File: src/rtl/mult_pkg.sv
// rtl/mult_pkg.sv - shared types and defaults for the multiplier datapath
//
// Purpose: common constants and FSM state types used by the product accumulator.
//   DEF_PROD_W  : default product width coming from the 4x4 multiplier
//   acc_state_e : accumulator FSM (idle / block in progress)
//   out_state_e : output register FSM (empty / holding a result)
package mult_pkg;

    localparam int DEF_PROD_W = 8;

    typedef enum logic {
        ACC_IDLE = 1'b0,
        ACC_RUN  = 1'b1
    } acc_state_e;

    typedef enum logic {
        OUT_EMPTY = 1'b0,
        OUT_FULL  = 1'b1
    } out_state_e;

endpackage

File: src/rtl/valid_edge_detect.sv
// rtl/valid_edge_detect.sv - turns the product qualifier into a one-cycle accept strobe
//
// Purpose: registers in_valid every cycle and produces accept on its rising edge.
//   With EDGE_MODE=0 the edge logic is bypassed and accept follows in_valid.
// Ports:
//   clk       in   clock, posedge
//   rst       in   synchronous active-high reset (clears the history flop)
//   in_valid  in   product qualifier from the multiplier
//   accept    out  product accept strobe
module valid_edge_detect #(
    parameter int EDGE_MODE = 1
) (
    input  logic clk,
    input  logic rst,
    input  logic in_valid,
    output logic accept
);

    logic in_valid_q;

    always_ff @(posedge clk) begin
        if (rst) begin
            in_valid_q <= 1'b0;
        end else begin
            in_valid_q <= in_valid;
        end
    end

    // Clearing the history on reset means a qualifier already high when reset
    // drops is seen as a fresh edge.
    assign accept = (EDGE_MODE != 0) ? (in_valid & ~in_valid_q) : in_valid;

endmodule

File: src/rtl/product_accumulator.sv
// rtl/product_accumulator.sv - sums COUNT products per block onto a valid/ready result register
//
// Purpose: captures multiplier products, saturating-adds COUNT of them into one
//   block sum and hands the sum to a consumer through a valid/ready register.
//   The next block keeps accumulating while a result waits.
// Ports:
//   clk         in   clock, posedge
//   rst         in   synchronous active-high reset
//   in_product  in   product from multiplier (PROD_W)
//   in_valid    in   product qualifier (multiplier op_ready)
//   clear       in   abort the partial block; output register untouched
//   out_sum     out  block sum (ACC_W), stable while out_valid
//   out_valid   out  block sum available
//   out_ready   in   consumer accepts when out_valid & out_ready
//   busy        out  partial block in progress
//   overflow    out  sticky: some block saturated
//   in_drop     out  one-cycle pulse: completing product discarded, output full
module product_accumulator
    import mult_pkg::*;
#(
    parameter int PROD_W    = DEF_PROD_W,
    parameter int COUNT     = 4,
    parameter int ACC_W     = 12,
    parameter int EDGE_MODE = 1
) (
    input  logic              clk,
    input  logic              rst,
    input  logic [PROD_W-1:0] in_product,
    input  logic              in_valid,
    input  logic              clear,
    output logic [ACC_W-1:0]  out_sum,
    output logic              out_valid,
    input  logic              out_ready,
    output logic              busy,
    output logic              overflow,
    output logic              in_drop
);

    localparam int CNT_W = $clog2(COUNT);

    if (ACC_W < PROD_W) begin : g_bad_acc_w
        $error("product_accumulator: ACC_W must be >= PROD_W");
    end
    if (COUNT < 2) begin : g_bad_count
        $error("product_accumulator: COUNT must be >= 2");
    end

    logic [CNT_W-1:0] cnt;
    logic [CNT_W-1:0] cnt_next;
    logic [ACC_W-1:0] acc;
    logic [ACC_W-1:0] acc_next;
    logic [ACC_W:0]   sum_wide;
    logic [ACC_W-1:0] sum;
    logic             sat;
    logic             accept;
    logic             take;
    logic             is_final;
    logic             out_free;
    logic             load;
    logic             drop;
    logic             step;
    acc_state_e       acc_state;
    out_state_e       out_state;

    valid_edge_detect #(
        .EDGE_MODE (EDGE_MODE)
    ) u_edge (
        .clk      (clk),
        .rst      (rst),
        .in_valid (in_valid),
        .accept   (accept)
    );

    // One extra bit catches the carry that triggers saturation.
    assign sum_wide = {1'b0, acc} + {{(ACC_W + 1 - PROD_W){1'b0}}, in_product};
    assign sat      = sum_wide[ACC_W];
    assign sum      = sat ? {ACC_W{1'b1}} : sum_wide[ACC_W-1:0];

    // clear beats any same-cycle accept, so a cleared product never loads or drops.
    assign take     = accept & ~clear;
    assign is_final = (cnt == CNT_W'(COUNT - 1));
    assign out_free = (out_state == OUT_EMPTY) | out_ready;
    assign load     = take & is_final & out_free;
    assign drop     = take & is_final & ~out_free;
    assign step     = take & ~is_final;

    // A dropped final product leaves acc/cnt alone so the block completes on the next accept.
    always_comb begin
        cnt_next = cnt;
        acc_next = acc;
        if (clear || load) begin
            cnt_next = '0;
            acc_next = '0;
        end else if (step) begin
            cnt_next = cnt + CNT_W'(1);
            acc_next = sum;
        end
    end

    always_ff @(posedge clk) begin
        if (rst) begin
            cnt       <= '0;
            acc       <= '0;
            acc_state <= ACC_IDLE;
            out_state <= OUT_EMPTY;
            out_sum   <= '0;
            overflow  <= 1'b0;
            in_drop   <= 1'b0;
        end else begin
            cnt       <= cnt_next;
            acc       <= acc_next;
            acc_state <= (cnt_next != '0) ? ACC_RUN : ACC_IDLE;
            in_drop   <= drop;
            if ((load || step) && sat) begin
                overflow <= 1'b1;
            end
            // A load during a handoff keeps the register full with the new sum.
            if (load) begin
                out_sum   <= sum;
                out_state <= OUT_FULL;
            end else if (out_ready) begin
                out_state <= OUT_EMPTY;
            end
        end
    end

    assign busy      = (acc_state == ACC_RUN);
    assign out_valid = (out_state == OUT_FULL);

endmodule

File: config.mk
export PLATFORM = sky130hd
export DESIGN_NAME = product_accumulator
export DESIGN_NICKNAME = d
export VERILOG_FILES = /design/src/rtl/mult_pkg.sv /design/src/rtl/valid_edge_detect.sv /design/src/rtl/product_accumulator.sv
export SDC_FILE = /design/constraint.sdc
export NUM_CORES = 1
export LEC_CHECK = 0
export CAP_MARGIN = 40
export CORE_MARGIN = 2
export CORE_UTILIZATION = 34
export DETAILED_ROUTE_END_ITERATION = 8
export SLEW_MARGIN = 20
export SYNTH_ARGS = -nofsm -noshare
export SYNTH_HDL_FRONTEND = slang
export SYNTH_SLANG_ARGS = --single-unit
File: constraint.sdc
create_clock -name clk -period 2.4 [get_ports clk]
set_input_delay 0.48 -clock clk [delete_from_list [all_inputs] [get_ports clk]]
set_output_delay 0.48 -clock clk [all_outputs]
set_load 0.005 [all_outputs]
Yosys cells after proc, flatten, opt, wreduce, memory -nomap -nowiden:

Cells that the tools add are included.

* bitwise gates (word level): 12
* multiplexer cells: 6
* equality and inequality tests: 1
* $add $sub $neg: 2
* reduce and logical (&&, ||, !) cells: 6

Operator list (number)
* adder 12 x 8 -> 13 bit: 1
* 2-to-1 mux 12 bit: 1
* AND 1 bit: 6
* NOT 1 bit: 5
* 2-to-1 mux 2 bit: 2
* nonzero test 2 bit: 2
* 2-to-1 mux 1 bit: 3
* adder 2 x 1 -> 2 bit (second input constant): 1
* equality test 2 bit (second input constant): 1
* logical OR 1 bit: 2
* OR reduction 2 bit: 1
* logical AND 1 bit: 1
* OR 1 bit: 1

* register bits: 31
* output and inout bits: 16
* word-level logic and storage cells: 35
* bits of input ports: 13

Longest topological paths before layout:

* depth after elaboration: 9
* depth in mapped cells: 8
* depth with buffers taken out: 7

Hierarchy:

Synthesis repeated with hierarchy kept, for this count alone.

* cell total of the unflattened synthesis: 186
* area total of the unflattened synthesis: 1626.6 um^2

By module, submodules not included
* product_accumulator: cells an instance 183, instances 1, seq. area each 600.6 um^2, area an instance 1579.0 um^2
* valid_edge_detect: cells an instance 3, instances 1, seq. area each 20.0 um^2, area an instance 47.5 um^2

Least setup slack after synthesis:

Ideal clock, no wire load.

* kind: input -> register
* start: in in_product[0]
* end: reg out_sum[10]
* arrival time: 2.032 ns
* required time: 2.269 ns
* cell stages on the path: 7
* path buffers: 0
* setup time: 0.131 ns
* setup slack: 0.237 ns
* cells stage by stage: ha_1 > fa_1 > a21oi_1 > o211ai_1 > a31o_2 > a311oi_1 > nor4_1

* longest elaborated chain between the ends: 2

Ends and longest elaborated chain
* from (decl): RTL line product_accumulator.sv:28 `input logic [PROD_W-1:0] in_product,`
* adder 12 x 8 -> 13 bit: RTL line product_accumulator.sv:75 `assign sum_wide = {1'b0, acc} + {{(ACC_W + 1 - PROD_W){1'b0}}, in_product};`
* 2-to-1 mux 12 bit: RTL line product_accumulator.sv:77 `assign sum = sat ? {ACC_W{1'b1}} : sum_wide[ACC_W-1:0];`
* to (signal assigned): RTL line product_accumulator.sv:119 `out_sum <= sum;`
* to (decl): RTL line product_accumulator.sv:31 `output logic [ACC_W-1:0] out_sum,`

No other way between the ends.
A chain may end at the register's enable or synchronous reset.

Worst setup path after layout:

* start: in in_product[5]
* end: reg acc[10]

* longest elaborated chain between the ends: 2

Ends and longest elaborated chain
* adder 12 x 8 -> 13 bit: RTL line product_accumulator.sv:75
* 2-to-1 mux 12 bit: RTL line product_accumulator.sv:77
* to (signal assigned): RTL line product_accumulator.sv:111 `acc <= acc_next;`
* to (decl): RTL line product_accumulator.sv:50 `logic [ACC_W-1:0] acc;`

No other way between the ends.

==> flow_summary_export.csv <==
group,metric,value,unit
run_status,status,"finished clean",
power,power_density,533.9,nW/um^2
layout,fill_cells,461,
layout,area_growth,38.71,%
synthesis,syn-cell-area,1635,sq um
synthesis,synth_nets,213,
clock_tree,clockBufferDepth,2,
setup_path,reg2reg_from,"acc[0]$_SDFFE_PP0P_",
route,drt-pass1-iter-count,4,
layout,drive_above_1_share,0.1941,
synthesis,ys_ff_latch,31,
place,placed_cell_area,2095,sq um
sta,fin_skew,0.007216,ns
route,via_per_inst,5.144,
place,place_congestion,0.8539,
layout,final_core_util,0.4835,
grt,grt_overflow,0,
power,swShare,0.2297,
flow_run,drv_cap,0,
power,share_seq_of_total_power,0.434,
power,max-vdd-ir-drop,0.2351,mV
sta,max_freq,437.8,MHz
grt,grt_max_degree,25,
min_path,hold_path_depth,2,
die,die-area,5380,sq um
route,first_iter_violations,128,
min_path,min-delay-start,"out_sum[8]$_SDFFE_PP0P_",
grt,grt_pass1_wl,6430,um
layout,insertedDiodeCount,0,
sta,period_share,0.9517,
clock_tree,cts.clk_slew.worst_paths,0.07,ns
synthesis,ys_seq_area_frac,0.3795,
power,power,1.211,mW
sta,fin_crit,2.284,ns
setup_path,timing.rr.end,"out_sum[10]$_SDFFE_PP0P_",
power,clkPwrFrac,0.441,
power,intPower,932.9,uW
sta,grt_setup_unrepaired,"no",
synthesis,avgSynthCellArea,8.607,sq um
die,core-area,4692,sq um
setup_path,critPathKind,"input pin to flop",
sta,setup_viol,0,
place,dp_hpwl,2838,um
setup_path,r2r_setup_slack,0.34,ns
grt,antenna_found_initial,0,
sta,tightest_slew,0.4451,ns
clock_tree,clk_latency,0.28,ns
clock_tree,cts_buffers,5,
sta,setup_ws,0.1160,ns
place,portBuffers,28,
sta,slew_headroom,0.7007,
synthesis,yosysWarnings,0,
power,netSwitchingPower,278.2,uW
die,io_pins,29,
route,ant_nets,0,
route,wire_per_inst,13.12,um
layout,fin_area,2268,sq um
min_path,hold_end,"out_sum[8]$_SDFFE_PP0P_",
die,num_rows,25,
die,start_util,0.3485,
place,pre_cts_ws,-0.3310,ns
min_path,hp-class,"flop to flop",
setup_path,arrival,2.47,ns
setup_path,cp.required,2.58,ns
route,vias,1497,
synthesis,synth.distinct_cells,43,
clock_tree,root_buffer,"clkbuf_8",
clock_tree,htreeDepth,2,
grt,grt_usage,0.1528,
power,p_leak,0.8419,nW
sta,holdWs,0.4502,ns
die,die_y,73.35,um
layout,nets,259,
clock_tree,holdBufCountCts,0,
power,pwr-share-comb,0.125,
setup_path,cp_max_fo,4,
route,drcViolationCount,0,
route,postRouteWirelength,3818,um
clock_tree,cts.sinks,31,
die,die_w,73.35,um
grt,first_global_vias,1352,
clock_tree,tritoncts,"built",
sta,drv_slew,0,
setup_path,cp-start-kind,"input pin",
synthesis,syn_inst,190,
setup_path,end_kind,"flop",
sta,final_hold_viol_count,0,
setup_path,r2r_cells,7,
-- power groups by stage --
stage / Sequential (mW) / Clock [mW] / Combinational, mW
4_1_cts: 0.525 / 0.544 / 0.146
3_3_place_gp: 0.537 / 0 / 0.144
6_report: 0.525 / 0.535 / 0.151
2_1_floorplan: 0.535 / 0 / 0.0799
3_5_place_dp: 0.537 / 0 / 0.144
5_1_grt: 0.526 / 0.560 / 0.168
-- placed cells by master, fill, tap and decap left out, drive strengths merged, types with 2 or more instances in the layout --
cell           instances
clkbuf                 6
a31oi                  2
nor4                   3
a21oi                 18
nand2                  9
buf                   24
xor2                   4
ha                     9
nand3                  4
inv                    4
nor3                  13
a311oi                 5
o211ai                 2
nor2b                  3
a211oi                 9
dfxtp                 31
o21ai                 12
xnor2                  3
nor2                  23
clkdlybuf4s50         27
nand2b                 5
-- critical path, cell delays in order --
cell             delay [ns]
clkdlybuf4s50_1        0.47
ha_4                   0.32
nand3_1                0.09
buf_4                  0.14
o211ai_1               0.29
a31o_2                 0.28
a41oi_1                0.12
a311oi_1               0.27
-- logic make-up (layout without fill, tap and decap cells) --
| logic type | count (synthesis) | after routing | share of synthesized area |
|---|---|---|---|
| buf+inv | 17 | 64 | 0.05050 |
| fa+ha+maj | 10 | 10 | 0.08110 |
| simple gates | 67 | 67 | 0.2135 |
| mux | 1 | 1 | 0.006121 |
| flops | 31 | 31 | 0.3795 |
| compound gates | 57 | 57 | 0.2318 |
| xor+xnor | 7 | 7 | 0.03749 |
-- metal layers --
metal  wire [um]  GRT usage
met2        1627     0.2182
met1        2029     0.2268
met4          38    0.06667
met3         122    0.02195
met5           0          0
-- how the worst max path moves through the flow --
| stage | startpoint | slack [ns] | endpoint | cells after the start |
|---|---|---|---|---|
| after global placement | in_product[0] | -0.31 | out_sum[10]$_SDFFE_PP0P_ | 8 |
| after global routing | in_product[2] | 0.009 | out_sum[9]$_SDFFE_PP0P_ | 8 |
| after floorplan | in_product[0] | 0.24 | out_sum[10]$_SDFFE_PP0P_ | 7 |
| final | in_product[5] | 0.12 | acc[10]$_SDFFE_PP0P_ | 8 |
| after CTS | in_product[0] | 0.01 | out_sum[10]$_SDFFE_PP0P_ | 8 |
| after detailed placement | in_product[0] | -0.33 | out_sum[10]$_SDFFE_PP0P_ | 8 |
-- registers in the layout, indices dropped and copies added (netlist names) --
signal / count
busy: 1
u_edge.in_valid_q: 1
acc: 12
in_drop: 1
out_sum: 12
out_valid: 1
overflow: 1
cnt: 2
-- cells in the mapped netlist, drive strengths merged --
cell type	instances	area (sq um)
mux2i	1	10.01
or4b	1	10.01
clkbuf	5	18.77
fa	1	20.02
nor4b	1	15.01
nand2	9	33.78
o21ai	12	60.05
a41oi	1	8.760
a21o	1	7.510
and4b	1	10.01
a211oi	9	72.57
nand4b	1	8.760
o31ai	1	7.510
nor4	3	18.77
a32o	1	11.26
dfxtp	31	620.6
nand2b	5	31.28
a21oi	18	93.84
xor2	4	35.03
and4	1	8.760
buf	8	48.80
nand4bb	1	16.27
a211o	1	8.760
o2bb2ai	1	8.760
ha	9	112.6
o211ai	2	15.01
o211a	1	10.01
nor3	13	65.06
a311o	1	10.01
nor2	23	86.33
a311oi	5	43.79
a31o	1	8.760
or3	1	6.260
nand3	4	20.02
inv	4	15.01
xnor2	3	26.28
a31oi	2	12.51
nor2b	3	18.77
-- through the flow --
step / instances / TNS (ns)
finish: 291 / 0
floorplan: 190 / 0
global placement: 281 / -5.421
global route: 291 / 0
detailed placement: 282 / -5.782
CTS: 290 / 0
-- timing repair --
action                                  CTS  global route
resized for setup                         2             7
pin swaps                                 0             7
endpoints found under the setup margin    3            16
setup buffers                             0             1
hold endpoints to repair                  0             0
-- final cells by class --
cell class	count	area, sq um	area share
clock inverter	2	35.03	0.01544
timing repair buffer	52	460.4	0.2030
multi-input combinational	142	987.2	0.4352
tap	54	67.56	0.02978
inverter	4	15.01	0.006619
clock buffer	6	82.58	0.03640
sequential	31	620.6	0.2736
Note: power is estimated with default switching activity, not from simulation.
==> edit, RTL diff (same settings) <==
Reset style: asynchronous (`rst`), changed in 2 clocked blocks. Comments in the files are not updated.
--- a/src/rtl/valid_edge_detect.sv
+++ b/src/rtl/valid_edge_detect.sv
@@ -18,7 +18,7 @@
 
     logic in_valid_q;
 
-    always_ff @(posedge clk) begin
+    always_ff @(posedge clk or posedge rst) begin
         if (rst) begin
             in_valid_q <= 1'b0;
         end else begin
--- a/src/rtl/product_accumulator.sv
+++ b/src/rtl/product_accumulator.sv
@@ -97,7 +97,7 @@
         end
     end
 
-    always_ff @(posedge clk) begin
+    always_ff @(posedge clk or posedge rst) begin
         if (rst) begin
             cnt       <= '0;
             acc       <= '0;
Function: differs if rst is asserted again (counterexample within 4 cycles, from zero or initial values and one cycle with rst high); with rst held inactive, the same outputs for 10 cycles.
==> edit against the original RTL <==
Area after synthesis up 1.8%; routed wire length down 3.5%; synthesized cell count down 8.9%; sequential power up 4.0%; non-clock buffer count down 4; cell area unchanged; sequential cell count unchanged; worst setup slack better by 0.034 ns; die area up 1.7%; total power down 0.79%; critical path type unchanged.
==> edit: results (changes against the original RTL) <==
Critical path
  – CP max stage cell: clkdlybuf4s50_1
  – CP Capture Point: acc[9]$_DFFE_PP0P_
  – Worst r2r src: acc[0]$_DFFE_PP0P_
  – R2R Setup Slk: 0.16 ns (-0.18 ns)
  – CP peak stage delay: 0.41 ns (-0.06 ns)
  – Max Fanout on Critical Path: 5 (+1)
  – Crit path DAT: 2.45 ns (-0.02 ns)
  – Reg2reg path depth: 8 (+1)
  – Critical Path Start: in_product[4]

Logic synthesis
  – Async S/R FF share, synth: 100% (+100 points)
  – Post-Synth XOR/XNOR Area: 2.63% (-1.1 points)
  – Synth top cells by count: dfrtp_1, nand2_1, nor2_1
  – Synth area leaders: dfrtp_1, ha_1, nand2_1
  – Sequential share of the synthesized area: 46.6% (+8.6 points)
  – Synth cell types: 41 (-4.7%)
  – Post-Synth Adder-Cell Area: 7.96% (-0.15 points)
  – Post-Syn Nets: 196 (-8.0%)
  – Multiplexer area fraction after synthesis: 2.18% (+1.6 points)

Pwr
  – Leakage power: 1.05 nW (+24%)
  – Final Total Pwr: 0.00120 W (-0.79%)
  – Seq pwr share: 45.5% (+2.1 points)
  – Max VDD drop: 0.282 mV (+20%)
  – Comb. pwr: 0.000201 W (+33%)

Route
  – WL met2: 1740 µm (+7.1%)
  – 1st-pass router iterations: 4 (unchanged)
  – WL/cell: 12.7 µm (-3.5%)
  – DRT iter0 DRCs: 38 (-70%)
  – Vias per inst: 4.84 (-6.0%)
  – WL met3: 155 µm (+27%)
  – M1 wire length: 1760 µm (-13%)

Global route
  – Wire length of the first global-routing pass: 6270 µm (-2.6%)
  – Vias in the first global route: 1435 (+6.1%)
  – Met2 global-route usage: 25.4% (+3.6 points)
  – Largest net degree at the start of global routing: 32 (+28%)
  – GR peak layer: met2
  – Total track usage: 15.2% (-0.035 points)
  – M3 GR Usage: 5.42% (+3.2 points)
  – Met1 usage: 19.3% (-3.4 points)

Hold path
  – Hold_sp: out_sum[6]$_DFFE_PP0P_
  – Min-Delay Endpoint: out_sum[6]$_DFFE_PP0P_

Placed design
  – Routability Congestion: 0.736 (-14%)
  – Post-place setup slack: -0.381 ns (-0.0495 ns)

Status
  – Run status: finished clean

Cells and area
  – Fin nets: 246 (-5.0%)
  – Share of cells above drive strength 1: 17.9% (-1.6 points)

Timing
  – Minimum clock period: 2.25 ns (-0.0335 ns)
  – Max Clock Skew: 0.00561 ns (-0.00161 ns)
  – Worst slew pin tran: 0.445 ns (-0.0000515 ns)

Clock network
  – Clock Latency Late Sink: 0.28 ns (about the same)
==> edit: cell types whose count changed after synthesis, moves of 4 or more <==
cell      delta
buf_2        -6
nor2_1       -5
a311oi_1     -4
o21ai_0      +5
dfxtp_1     -31
a211oi_1     -5
dfrtp_1     +31
a21oi_1      -5
nand2_1     +14
nor3_1       -7
==> edit: per-stage QoR <==
step / util (%) / hold WS (ns)
after floorplan: - / 0.454
after global placement: 45.5 / 0.460
after detailed placement: 45.5 / 0.464
after CTS: 47.7 / 0.480
after global routing: 48.0 / 0.503
final: 48.0 / 0.478
==> edit: critical path: cells and delay by family <==
kind	cells	cell delay [ns]
compound gates	5	0.94
fa+ha+maj	1	0.35
buf+inv	2	0.58
simple gates	1	0.10
==> edit: area by class of cell <==
class / count / area share, %
Timing Repair Buffer: 48 / 19.2
Clock buffer: 8 / 4.41
Tap cell: 67 / 3.70
Sequential cell: 31 / 34.2
Multi-Input combinational cell: 133 / 37.8
Inverter: 4 / 0.662
